$ cat src/rtl/xm_stage_pkg.sv
// rtl/xm_stage_pkg.sv - shared constants, types and decode helpers for the X/M pipeline stage
package xm_stage_pkg;

    localparam logic [4:0]  OP_ALU      = 5'b00000;
    localparam logic [4:0]  OP_ADDI     = 5'b00101;
    localparam logic [4:0]  ALU_ADD     = 5'b00000;
    localparam logic [4:0]  ALU_SUB     = 5'b00001;
    localparam logic [4:0]  ALU_MUL     = 5'b00110;
    localparam logic [4:0]  ALU_DIV     = 5'b00111;

    localparam logic [4:0]  RSTATUS_REG = 5'd30;
    localparam logic [31:0] RS_ADD_OVF  = 32'd1;
    localparam logic [31:0] RS_ADDI_OVF = 32'd2;
    localparam logic [31:0] RS_SUB_OVF  = 32'd3;
    localparam logic [31:0] RS_MUL_EXC  = 32'd4;
    localparam logic [31:0] RS_DIV_EXC  = 32'd5;

    localparam logic [5:0]  MD_TIMEOUT  = 6'd63;

    typedef enum logic {MD_IDLE, MD_BUSY} md_state_e;
    typedef enum logic [1:0] {SEL_BUBBLE, SEL_ALU, SEL_MD} xm_sel_e;

    function automatic logic is_md_op(input logic [4:0] opcode, input logic [4:0] aluop);
        return (opcode == OP_ALU) && ((aluop == ALU_MUL) || (aluop == ALU_DIV));
    endfunction

    // Zero means the instruction has no overflow exception to report.
    function automatic logic [31:0] ovf_code(input logic [4:0] opcode, input logic [4:0] aluop);
        if (opcode == OP_ADDI)
            return RS_ADDI_OVF;
        if ((opcode == OP_ALU) && (aluop == ALU_ADD))
            return RS_ADD_OVF;
        if ((opcode == OP_ALU) && (aluop == ALU_SUB))
            return RS_SUB_OVF;
        return 32'd0;
    endfunction

endpackage

$ cat src/rtl/register32.sv
// rtl/register32.sv - 32-bit register cell with write enable and asynchronous clear
module register32 (
    input  logic        clock,
    input  logic        reset,
    input  logic        write_enable,
    input  logic [31:0] d,
    output logic [31:0] q
);

    always_ff @(posedge clock or posedge reset) begin
        if (reset)
            q <= 32'd0;
        else if (write_enable)
            q <= d;
    end

endmodule

$ cat src/rtl/xm_md_ctrl.sv
// rtl/xm_md_ctrl.sv - multdiv handshake FSM with timeout; chooses what the XM latch captures
module xm_md_ctrl
    import xm_stage_pkg::*;
(
    input  logic    clock,
    input  logic    XM_reset,
    input  logic    is_md,
    input  logic    is_div,
    input  logic    flush,
    input  logic    md_ready,
    input  logic    md_exception,
    output logic    md_start,
    output logic    md_is_div,
    output logic    stall,
    output logic    md_fault,
    output xm_sel_e sel
);

    md_state_e  state, state_nx;
    logic [5:0] cnt, cnt_nx;

    always_ff @(posedge clock or posedge XM_reset) begin
        if (XM_reset) begin
            state <= MD_IDLE;
            cnt   <= 6'd0;
        end else begin
            state <= state_nx;
            cnt   <= cnt_nx;
        end
    end

    assign md_is_div = is_div;

    always_comb begin
        state_nx = state;
        cnt_nx   = cnt;
        md_start = 1'b0;
        stall    = 1'b0;
        md_fault = 1'b0;
        sel      = SEL_ALU;
        if (XM_reset) begin
            // Keep the front of the pipe free while reset is held.
            sel = SEL_BUBBLE;
        end else if (flush) begin
            sel      = SEL_BUBBLE;
            state_nx = MD_IDLE;
            cnt_nx   = 6'd0;
        end else begin
            unique case (state)
                MD_IDLE: begin
                    cnt_nx = 6'd0;
                    if (is_md) begin
                        md_start = 1'b1;
                        stall    = 1'b1;
                        sel      = SEL_BUBBLE;
                        state_nx = MD_BUSY;
                    end
                end
                MD_BUSY: begin
                    if (md_ready || (cnt == MD_TIMEOUT)) begin
                        // A timeout completes the op as if the unit raised an exception.
                        sel      = SEL_MD;
                        md_fault = md_ready ? md_exception : 1'b1;
                        state_nx = MD_IDLE;
                        cnt_nx   = 6'd0;
                    end else begin
                        stall  = 1'b1;
                        sel    = SEL_BUBBLE;
                        cnt_nx = cnt + 6'd1;
                    end
                end
                default: state_nx = MD_IDLE;
            endcase
        end
    end

endmodule

$ cat src/rtl/xm_stage.sv
// rtl/xm_stage.sv - X/M pipeline register with multdiv sequencing and exception rewrite
module xm_stage
    import xm_stage_pkg::*;
(
    input  logic        clock,
    input  logic        XM_reset,
    input  logic [4:0]  opcode_x,
    input  logic [4:0]  aluop_x,
    input  logic [4:0]  rd_x,
    input  logic [31:0] alu_result,
    input  logic        alu_ovf,
    input  logic [31:0] regB_x,
    input  logic [31:0] pc_x,
    input  logic        flush,
    input  logic        md_ready,
    input  logic [31:0] md_result,
    input  logic        md_exception,
    output logic        md_start,
    output logic        md_is_div,
    output logic        stall,
    output logic [4:0]  xm_opcode,
    output logic [4:0]  xm_rd,
    output logic [31:0] xm_O,
    output logic [31:0] xm_B,
    output logic [31:0] xm_pc
);

    xm_sel_e     sel;
    logic        md_fault;
    logic        is_div;
    logic [4:0]  opcode_d, rd_d;
    logic [31:0] o_d, b_d, pc_d, ovf_rs;

    assign is_div = (aluop_x == ALU_DIV);

    xm_md_ctrl u_md_ctrl (
        .clock        (clock),
        .XM_reset     (XM_reset),
        .is_md        (is_md_op(opcode_x, aluop_x)),
        .is_div       (is_div),
        .flush        (flush),
        .md_ready     (md_ready),
        .md_exception (md_exception),
        .md_start     (md_start),
        .md_is_div    (md_is_div),
        .stall        (stall),
        .md_fault     (md_fault),
        .sel          (sel)
    );

    always_comb begin
        opcode_d = 5'd0;
        rd_d     = 5'd0;
        o_d      = 32'd0;
        b_d      = 32'd0;
        pc_d     = 32'd0;
        ovf_rs   = ovf_code(opcode_x, aluop_x);
        unique case (sel)
            SEL_ALU: begin
                opcode_d = opcode_x;
                rd_d     = rd_x;
                o_d      = alu_result;
                b_d      = regB_x;
                pc_d     = pc_x;
                if (alu_ovf && (ovf_rs != 32'd0)) begin
                    rd_d = RSTATUS_REG;
                    o_d  = ovf_rs;
                end
            end
            SEL_MD: begin
                opcode_d = opcode_x;
                rd_d     = rd_x;
                o_d      = md_result;
                b_d      = regB_x;
                pc_d     = pc_x;
                if (md_fault) begin
                    rd_d = RSTATUS_REG;
                    o_d  = is_div ? RS_DIV_EXC : RS_MUL_EXC;
                end
            end
            default: ;
        endcase
    end

    always_ff @(posedge clock or posedge XM_reset) begin
        if (XM_reset) begin
            xm_opcode <= 5'd0;
            xm_rd     <= 5'd0;
        end else begin
            xm_opcode <= opcode_d;
            xm_rd     <= rd_d;
        end
    end

    register32 u_reg_o  (.clock(clock), .reset(XM_reset), .write_enable(1'b1), .d(o_d),  .q(xm_O));
    register32 u_reg_b  (.clock(clock), .reset(XM_reset), .write_enable(1'b1), .d(b_d),  .q(xm_B));
    register32 u_reg_pc (.clock(clock), .reset(XM_reset), .write_enable(1'b1), .d(pc_d), .q(xm_pc));

endmodule

$ cat config.mk
export PLATFORM = sky130hd
export DESIGN_NAME = xm_stage
export DESIGN_NICKNAME = d
export VERILOG_FILES = /design/src/rtl/xm_stage_pkg.sv /design/src/rtl/register32.sv /design/src/rtl/xm_md_ctrl.sv /design/src/rtl/xm_stage.sv
export SDC_FILE = /design/constraint.sdc
export NUM_CORES = 1
export LEC_CHECK = 0
export CAP_MARGIN = 0
export CELL_PAD_IN_SITES_DETAIL_PLACEMENT = 1
export CELL_PAD_IN_SITES_GLOBAL_PLACEMENT = 2
export CORE_ASPECT_RATIO = 1.4
export CORE_MARGIN = 4
export CORE_UTILIZATION = 22
export DETAILED_ROUTE_END_ITERATION = 12
export PLACE_DENSITY = 0.86
export SYNTH_ARGS = -nofsm -noshare
export SYNTH_HDL_FRONTEND = slang
export SYNTH_SLANG_ARGS = --single-unit
$ cat constraint.sdc
create_clock -name clock -period 5.4 [get_ports clock]
set_input_delay 1.08 -clock clock [delete_from_list [all_inputs] [get_ports clock]]
set_output_delay 1.08 -clock clock [all_outputs]
set_load 0.02 [all_outputs]
==> impl_metrics.py, run 1 <==
metrics = {
    "die": {
        "core_um2": 18600,
        "die_h_um": 171,
        "num_rows": 59,
        "die_w_um": 124,
        "start_util": 0.224,
        "io_pins": 258,
        "die_area_um2": 21200,
    },
    "setup_path": {
        "worst-path-buf-inv": 2,
        "cp_common_cell": "clkdlybuf4s50_1",
        "crit_chain": "clkdlybuf4s50_1, nor4b_1, o21ai_1, o41ai_1, clkdlybuf4s50_1",
        "cpPeakStageDelay_ns": 0.68,
        "criticalPathCategory": "input pin to output port",
        "path_max_fanout": 11,
        "cp-end-kind": "output port",
        "cp.arrival_ns": 3.36,
        "critPathTopFamily": "buffers and inverters",
        "crit_path_top_delay_cell": "clkdlybuf4s50_1",
        "start_kind": "input pin",
        "cp.required_ns": 4.32,
    },
    "logic_synthesis": {
        "ys_types": 40,
        "ys_ff_latch": 113,
        "yosys_warnings": 0,
        "async_flop_share": 1.00,
        "synth-seq-area-share": 0.679,
        "synth.cell_area_um2": 4170,
        "synth_area_per_cell_um2": 13.3,
        "synth_edf_count": 0,
        "postSynthCellCount": 314,
        "syn-num-nets": 466,
        "synth_ff_type": "dfrtp_1",
    },
    "global_routing": {
        "antenna_found_initial": 0,
        "track_usage": 0.145,
        "grt_max_degree": 70,
        "grt_pass1_wl_mm": 23.6,
        "grt-ovfl-total": 0,
        "first_global_vias": 4005,
    },
    "layout": {
        "nets": 732,
        "layout-drive-gt1-share": 0.0776,
        "area_growth_pct": 80.8,
        "stdcell_count": 837,
        "diodes": 0,
        "layout_commonest_cell": "clkdlybuf4s50_1",
        "most-common-layout-cells": "clkdlybuf4s50_1 (257), dfrtp_1 (113), nor2b_1 (71)",
    },
    "drt": {
        "finalWirelength_mm": 15.7,
        "ant_nets": 0,
        "drcViolationCount": 0,
        "via_per_inst": 4.19,
        "drtIter0Drc": 121,
        "routedWlPerCell_um": 18.7,
        "drt-pass1-iter-count": 4,
        "vias": 3510,
    },
    "sta": {
        "min_period_ns": 4.44,
        "setup_tns_ns": 0,
        "fin_skew_ns": 0.00567,
        "hold_violations": 0,
        "slew_viol_final": 0,
        "grt_setup_unrepaired": "no",
        "min_period_over_period": 0.822,
        "clock.fmax_mhz": 225,
        "maxSlewHeadroom": 0.525,
        "tightestPinTransition_ns": 0.712,
        "setup_viol": 0,
    },
    "clocking": {
        "post-cts-setup-buffer-count": 0,
        "clk_pin_slew_ns": 0.05,
        "clockBufferDepth": 2,
        "cts_tree": "done",
        "numCtsBuffers": 17,
        "root_buffer": "clkbuf_16",
        "post_cts_resized": 0,
        "cts_hold_buf": 0,
        "ctsHtreeMaxLevel": 4,
        "cts_sinks": 113,
        "clock_latency_ns": 0.40,
    },
    "power_and_ir_drop": {
        "design_power_total_w": 0.00213,
        "p_leak_nw": 3.26,
        "ir_drop_mv": 0.210,
        "p_per_area_nw_per_um2": 283,
    },
    "placement": {
        "place_congestion": 0.818,
        "dp.cells": 805,
        "portBuffers": 257,
        "place_hpwl_mm": 12.1,
    },
    "flow_run": {
        "drv_cap": 0,
    },
    "worst_hold_path": {
        "min_path_type": "flop to flop",
    },
    "outcome": {
        "status": "finished, final reports clean",
    },
}
[final timing paths]
check                                 start          endpoint  slack (ns)  cells past startpoint
max                                XM_reset             stall        0.96                      5
min                        u_md_ctrl.cnt[1]  u_md_ctrl.cnt[1]        0.54                      2
max reg2reg                 u_md_ctrl.state     u_reg_o.q[11]        2.75                      8
min reg2reg                u_md_ctrl.cnt[1]  u_md_ctrl.cnt[1]        0.54                      2
max in group asynchronous          XM_reset     u_reg_b.q[22]        3.07                      3
min in group asynchronous          XM_reset  u_md_ctrl.cnt[3]        1.32                      2
[Yosys cell counts (2+ instances only)]
| library cell | n | area [um^2] |
|---|---|---|
| a21oi_1 | 6 | 30.0 |
| a22o_1 | 30 | 263 |
| nor2_1 | 5 | 18.8 |
| buf_2 | 6 | 30.0 |
| inv_1 | 5 | 18.8 |
| ha_1 | 3 | 37.5 |
| o21ai_0 | 7 | 35.0 |
| clkbuf_1 | 7 | 26.3 |
| and3_1 | 3 | 18.8 |
| a21o_1 | 2 | 15.0 |
| a21boi_0 | 2 | 15.0 |
| o22ai_1 | 4 | 25.0 |
| dfrtp_1 | 113 | 2830 |
| nor3b_1 | 4 | 30.0 |
| nor3_1 | 6 | 30.0 |
| or3_1 | 2 | 12.5 |
| buf_6 | 3 | 33.8 |
| nor2b_1 | 71 | 444 |
| nand2_1 | 12 | 45.0 |
| and4_1 | 3 | 26.3 |
[kinds of logic (layout without fill, tap and decap cells)]
kind of cell,after synthesis,after routing,synth area share
XOR/XNOR,1,1,0.00210
AND/OR/NAND/NOR,115,115,0.169
flip-flops,113,113,0.679
buffers and inverters,21,300,0.0261
adder cells (fa/ha/maj),3,3,0.00901
AO/OA/AOI/OAI,61,61,0.115
[metrics by stage]
step           utilization  area [um^2]  hold WS [ns]  worst slack [ns]
6_report             0.405         7530         0.536             0.960
5_1_grt              0.405         7530         0.575             0.703
4_1_cts              0.405         7530         0.543             0.937
3_5_place_dp         0.377         7010         0.531             0.944
3_3_place_gp         0.377         7010         0.510              1.06
2_1_floorplan            -         4170         0.467              1.13
[where the power goes]
part	internal, W	total [W]	switching, W
combinational	0.000155	0.000262	0.000107
clock	0.000603	0.000992	0.000388
sequential	0.000872	0.000879	0.00000705
total	0.00163	0.00213	0.000502
[worst reg2reg max path, stage by stage, from the launching register on]
cell,delay [ns]
dfrtp_1,0.42
nor3b_4,0.53
o21ai_0,0.25
ha_2,0.34
inv_1,0.14
nand2_1,0.19
a21oi_2,0.15
buf_4,0.34
a22o_1,0.24
[routing by layer]
metal	wire, um	part of all wire	up-vias	global-route usage
met5	0	0	-	0
met4	355	0.023	0	0.0534
met3	591	0.038	20	0.0365
met2	9060	0.58	126	0.277
met1	5670	0.36	1756	0.153
li1	-	-	1608	-
[registers in the layout, summed over array words and instances (netlist names)]
name and cells:
u_reg_b.q 32, u_reg_o.q 32, u_reg_pc.q 32, u_md_ctrl.cnt 6
xm_opcode 5, xm_rd 5, u_md_ctrl.state 1
[cell type report]
cell class,instances,area (um^2)
fill,1989,11100
sequential,113,2830
timing repair buffer,263,2620
multi-input combinational,180,1240
clock buffer,21,460
tap,244,305
clock inverter,11,65.1
inverter,5,21.3
Note: power is estimated with default switching activity, not from simulation.
==> inputs of run 2 (changes only) <==
--- a/config.mk
+++ b/config.mk
@@ -10,9 +10,9 @@
 export CELL_PAD_IN_SITES_GLOBAL_PLACEMENT = 2
 export CORE_ASPECT_RATIO = 1.4
 export CORE_MARGIN = 4
-export CORE_UTILIZATION = 22
+export CORE_UTILIZATION = 20
 export DETAILED_ROUTE_END_ITERATION = 12
-export PLACE_DENSITY = 0.86
+export PLACE_DENSITY = 0.82
 export SYNTH_ARGS = -nofsm -noshare
 export SYNTH_HDL_FRONTEND = slang
 export SYNTH_SLANG_ARGS = --single-unit
==> constraint.sdc (replaced) <==
create_clock -name clock -period 3.98 [get_ports clock]
set_input_delay 0.796 -clock clock [delete_from_list [all_inputs] [get_ports clock]]
set_output_delay 0.796 -clock clock [all_outputs]
set_load 0.02 [all_outputs]
==> run 2 against run 1 <==
  * Utilization is 3.5 points lower
  * Critical path depth unchanged
  * Via count increased by 1.4%
  * Sequential power is 35% higher
  * Cell count rose by 1.6%
  * Combinational power rose by 36%
  * Worst hold slack gained 0.00052 ns
  * Count of clock-buffer cells in the layout decreased by 3
  * Register-to-register slack lost 1.6 ns
  * Largest power group unchanged
==> impl_metrics.py, run 2 (synthesized netlist as in run 1, its figures left out) <==
metrics = {
    "outcome": {
        "status": "finished, final reports clean",
    },
    "die": {
        "start_util": 0.203,
        "die_area_um2": 23200,
        "die_h_um": 179,
        "num_rows": 62,
        "core_um2": 20500,
        "io_pins": 258,
        "die_w_um": 130,
    },
    "placement": {
        "place_congestion": 0.780,
        "portBuffers": 257,
        "dp.cells": 818,
        "place_hpwl_mm": 12.5,
    },
    "layout": {
        "layout_commonest_cell": "clkdlybuf4s50_1",
        "layout-drive-gt1-share": 0.0842,
        "regArea_um2": 2830,
        "stdcell_count": 850,
        "most-common-layout-cells": "clkdlybuf4s50_1 (257), dfrtp_1 (113), nor2b_1 (71)",
        "fill_cells": 2213,
        "top_regs": "u_reg_b.q (32), u_reg_o.q (32), u_reg_pc.q (32)",
        "nets": 733,
        "area_growth_pct": 82.0,
        "multiInputGateArea_um2": 1240,
        "diodes": 0,
    },
    "clocking": {
        "numCtsBuffers": 17,
        "cts_tree": "done",
        "cts_hold_buf": 0,
        "clockBufferDepth": 2,
        "clk_pin_slew_ns": 0.06,
        "ctsHtreeMaxLevel": 4,
        "root_buffer": "clkbuf_16",
        "clock_latency_ns": 0.41,
        "cts_sinks": 113,
    },
    "power_and_ir_drop": {
        "p_per_area_nw_per_um2": 387,
        "ir_drop_mv": 0.260,
        "p_leak_nw": 3.27,
        "design_power_total_w": 0.00293,
    },
    "worst_hold_path": {
        "min_path_type": "flop to flop",
    },
    "sta": {
        "fin_skew_ns": 0.00846,
        "hold_violations": 0,
        "min_period_over_period": 0.951,
        "maxSlewHeadroom": 0.340,
        "slew_viol_final": 0,
        "min_period_ns": 3.79,
        "setup_tns_ns": 0,
        "setup_viol": 0,
        "grt_setup_unrepaired": "no",
        "clock.fmax_mhz": 264,
        "tightestPinTransition_ns": 0.990,
    },
    "drt": {
        "finalWirelength_mm": 15.9,
        "routedWlPerCell_um": 18.7,
        "ant_nets": 0,
        "vias": 3559,
        "via_per_inst": 4.19,
        "drcViolationCount": 0,
        "drtIter0Drc": 110,
        "drt-pass1-iter-count": 4,
    },
    "setup_path": {
        "path_max_fanout": 6,
        "crit_chain": "clkdlybuf4s50_1, nor3_2, nand4_1, o41ai_1, clkdlybuf4s50_1",
        "cp.arrival_ns": 2.99,
        "cp.required_ns": 3.18,
        "cp-end-kind": "output port",
        "criticalPathCategory": "input pin to output port",
        "cp_common_cell": "clkdlybuf4s50_1",
        "crit_path_top_delay_cell": "clkdlybuf4s50_1",
        "cpPeakStageDelay_ns": 0.69,
        "worst-path-buf-inv": 2,
        "start_kind": "input pin",
        "critPathTopFamily": "buffers and inverters",
    },
    "global_routing": {
        "grt_max_degree": 77,
        "track_usage": 0.135,
        "first_global_vias": 4062,
        "grt_pass1_wl_mm": 23.4,
        "grt-ovfl-total": 0,
        "antenna_found_initial": 0,
    },
    "flow_run": {
        "drv_cap": 0,
    },
}
==> run 2: layer usage <==
metal,share of wire,routed length [um],GRT usage
met1,0.34,5460,0.139
met2,0.56,8890,0.249
met3,0.059,942,0.0370
met4,0.037,593,0.0663
met5,0,0,0
==> run 2: repair_timing <==
item                       in CTS  in global routing
buffers inserted                0                  0
setup endpoints to repair       0                  1
gates resized for setup         0                  1
==> run 2: where the power goes <==
group	switching, W	total (W)	leakage [nW]	internal (W)
clock	0.000570	0.00139	0.256	0.000816
combinational	0.000146	0.000357	1.47	0.000211
sequential	0.00000917	0.00119	1.54	0.00118
total	0.000725	0.00293	3.27	0.00221
==> run 2: worst paths after layout <==
check | from | slack (ns) | endpoint | cells after the start
worst max-delay path | opcode_x[1] | 0.19 | stall | 5
min in group asynchronous | XM_reset | 1.05 | u_md_ctrl.cnt[4] | 4
worst min register to register | u_md_ctrl.cnt[1] | 0.54 | u_md_ctrl.cnt[1] | 2
worst min-delay path | u_md_ctrl.cnt[1] | 0.54 | u_md_ctrl.cnt[1] | 2
max in group asynchronous | XM_reset | 2.07 | u_reg_b.q[17] | 4
worst max register to register | u_md_ctrl.cnt[0] | 1.18 | u_reg_o.q[3] | 10
==> run 2: worst min-delay path, cell delays in order (launching register included) <==
cell and delay (ns):
dfrtp_1 0.37, nand2_1 0.06, o21ai_0 0.07
==> run 2: cell type report <==
cell class | count | area share
timing repair buffer | 264 | 0.346
multi-input combinational | 180 | 0.164
clock inverter | 14 | 0.0139
clock buffer | 18 | 0.0579
sequential | 113 | 0.373
inverter | 5 | 0.00297
tap | 256 | 0.0422
==> run 2: metrics by stage <==
| stage | cell area, um^2 | hold WS, ns | worst slack, ns | utilization |
|---|---|---|---|---|
| after global placement | 7030 | 0.497 | 0.203 | 0.343 |
| after detailed placement | 7030 | 0.524 | 0.146 | 0.343 |
| after floorplan | 4170 | 0.467 | 0.913 | - |
| after CTS | 7580 | 0.537 | 0.135 | 0.370 |
| final | 7580 | 0.536 | 0.194 | 0.370 |
| after global routing | 7580 | 0.557 | 0.0584 | 0.370 |
==> inputs of run 3 (changes only) <==
--- a/config.mk
+++ b/config.mk
@@ -12,7 +12,9 @@
 export CORE_MARGIN = 4
 export CORE_UTILIZATION = 20
 export DETAILED_ROUTE_END_ITERATION = 12
+export GPL_TIMING_DRIVEN = 0
 export PLACE_DENSITY = 0.82
+export SLEW_MARGIN = 20
 export SYNTH_ARGS = -nofsm -noshare
 export SYNTH_HDL_FRONTEND = slang
 export SYNTH_SLANG_ARGS = --single-unit
==> run 3 against run 2 <==
  * Setup slack gained 0.092 ns
  * Non-clock buffer count grew 12
  * Design area grew 1.6%
  * Total power is 2.0% higher
  * Sequential power hardly changed
  * Critical path depth stayed put
  * Sequential cell count unchanged
  * Combinational power grew 1%
  * Clock skew fell by 0.0023 ns
  * Fmax up 2.5%
  * Largest power group unchanged
==> impl_metrics.py, run 3 (synthesized netlist as in run 1, its figures left out) <==
metrics = {
    "clocking": {
        "numCtsBuffers": 17,
        "cts_tree": "done",
        "clock_latency_ns": 0.40,
        "ctsHtreeMaxLevel": 4,
        "root_buffer": "clkbuf_16",
        "clockBufferDepth": 2,
        "cts_sinks": 113,
        "cts_hold_buf": 0,
        "clk_pin_slew_ns": 0.05,
    },
    "power_and_ir_drop": {
        "seqPwrFrac": 0.398,
        "clockPowerShare": 0.481,
        "ir_drop_mv": 0.263,
        "comb_power_share": 0.121,
        "p_leak_nw": 3.35,
        "p_int_w": 0.00228,
        "p_per_area_nw_per_um2": 388,
        "power_switching_share": 0.238,
        "p_sw_w": 0.000711,
    },
    "drt": {
        "finalWirelength_mm": 15.5,
        "drcViolationCount": 0,
        "via_per_inst": 4.15,
        "drtIter0Drc": 113,
        "vias": 3580,
        "routedWlPerCell_um": 18.0,
        "drt-pass1-iter-count": 3,
        "ant_nets": 0,
    },
    "placement": {
        "place_hpwl_mm": 12.7,
        "dp.cells": 830,
        "place_congestion": 0.798,
        "place_area_um2": 7120,
        "portBuffers": 257,
        "place_worst_setup_slack_ns": -0.0158,
    },
    "setup_path": {
        "cp-end-kind": "output port",
        "cp.required_ns": 3.18,
        "cp.arrival_ns": 2.90,
        "path_max_fanout": 6,
        "start_kind": "input pin",
        "criticalPathCategory": "input pin to output port",
    },
    "layout": {
        "final_area_um2": 7710,
        "area_growth_pct": 85.0,
        "most-common-layout-cells": "clkdlybuf4s50_1 (257), dfrtp_1 (113), nor2b_1 (71)",
        "final_core_util": 0.376,
        "stdcell_count": 862,
        "top_regs": "u_reg_b.q (32), u_reg_o.q (32), u_reg_pc.q (32)",
        "layout_commonest_cell": "clkdlybuf4s50_1",
        "layout-drive-gt1-share": 0.0891,
        "diodes": 0,
        "nets": 745,
        "fill_cells": 2223,
    },
    "die": {
        "die_h_um": 179,
        "core_um2": 20500,
        "io_pins": 258,
        "start_util": 0.203,
        "die_w_um": 130,
        "num_rows": 62,
        "die_area_um2": 23200,
    },
    "global_routing": {
        "busiest_layer": "met2",
        "antenna_found_initial": 0,
        "grt-ovfl-total": 0,
        "track_usage": 0.135,
        "grt_pass1_wl_mm": 23.6,
        "grtUsageMet3": 0.0337,
        "use_met2": 0.248,
        "grtUsageMet1": 0.142,
        "first_global_vias": 4140,
        "grt_max_degree": 37,
    },
    "flow_run": {
        "drv_cap": 0,
    },
    "sta": {
        "maxSlewHeadroom": 0.625,
        "min_period_ns": 3.69,
        "hold_violations": 0,
        "setup_viol": 0,
        "slew_viol_final": 0,
        "min_period_over_period": 0.928,
        "clock.fmax_mhz": 271,
        "setup_slack_ns": 0.286,
        "grt_setup_unrepaired": "no",
        "tightestPinTransition_ns": 0.562,
        "fin_skew_ns": 0.00617,
    },
    "worst_hold_path": {
        "min_path_type": "flop to flop",
    },
    "outcome": {
        "status": "finished, final reports clean",
    },
}
run 3: cell types whose count changed in the layout (fill, tap and decap cells not counted), sizes merged:
cell	delta
buf	+5
inv	-1
clkinvlp	-3
clkinv	+3
clkbuf	+7
bufinv	+1
run 3: per-stage QoR:
stage	hold slack (ns)	setup TNS [ns]	total power [W]
finish	0.528	0	0.00299
global placement	0.506	-0.324	0.00156
detailed placement	0.526	-0.0239	0.00158
CTS	0.539	0	0.00306
floorplan	0.467	0	0.00132
global route	0.584	0	0.00313
run 3: power by group through the flow:
stage	Combinational (W)	Clock, W	Sequential, W
finish	0.000362	0.00144	0.00119
global route	0.000389	0.00155	0.00119
CTS	0.000368	0.00150	0.00119
detailed placement	0.000366	0	0.00121
global placement	0.000351	0	0.00121
floorplan	0.0000687	0	0.00125
run 3: timing repair:
action / 4_1_cts / 5_1_grt
buffers inserted: 0 / 0
setup endpoints to repair: 0 / 1
gates resized for setup: 0 / 2
run 3: layer usage:
layer	vias to the layer above	part of all wire
met3	28	0.054
met4	0	0.035
met1	1785	0.35
li1	1638	-
met5	-	0
met2	129	0.57
run 3: path summary, 6_finish.rpt:
kind	startpoint	endpoint	slack, ns	cells after the start
setup / recovery	opcode_x[1]	stall	0.29	5
hold / removal	u_md_ctrl.cnt[1]	u_md_ctrl.cnt[1]	0.53	2
setup reg to reg	u_md_ctrl.state	u_reg_o.q[10]	0.92	8
hold reg to reg	u_md_ctrl.cnt[1]	u_md_ctrl.cnt[1]	0.53	2
max in group asynchronous	XM_reset	xm_opcode[2]	2.44	4
min in group asynchronous	XM_reset	u_md_ctrl.state	1.02	3
run 3: layout make-up:
class | instances | area (um^2) | share of cell area
Inverter | 5 | 22.5 | 0.00292
Timing Repair Buffer | 260 | 2630 | 0.342
Multi-Input combinational cell | 180 | 1240 | 0.161
Tap cell | 256 | 320 | 0.0416
Sequential cell | 113 | 2830 | 0.367
Buffer | 16 | 90.1 | 0.0117
Clock buffer | 18 | 439 | 0.0570
Clock inverter | 14 | 133 | 0.0172
run 3: worst max-delay path, cell delays in order:
cell and delay, ns:
clkdlybuf4s50_1 0.44, nor3_2 0.37, nand4_1 0.29, o41ai_2 0.33
clkdlybuf4s50_1 0.67
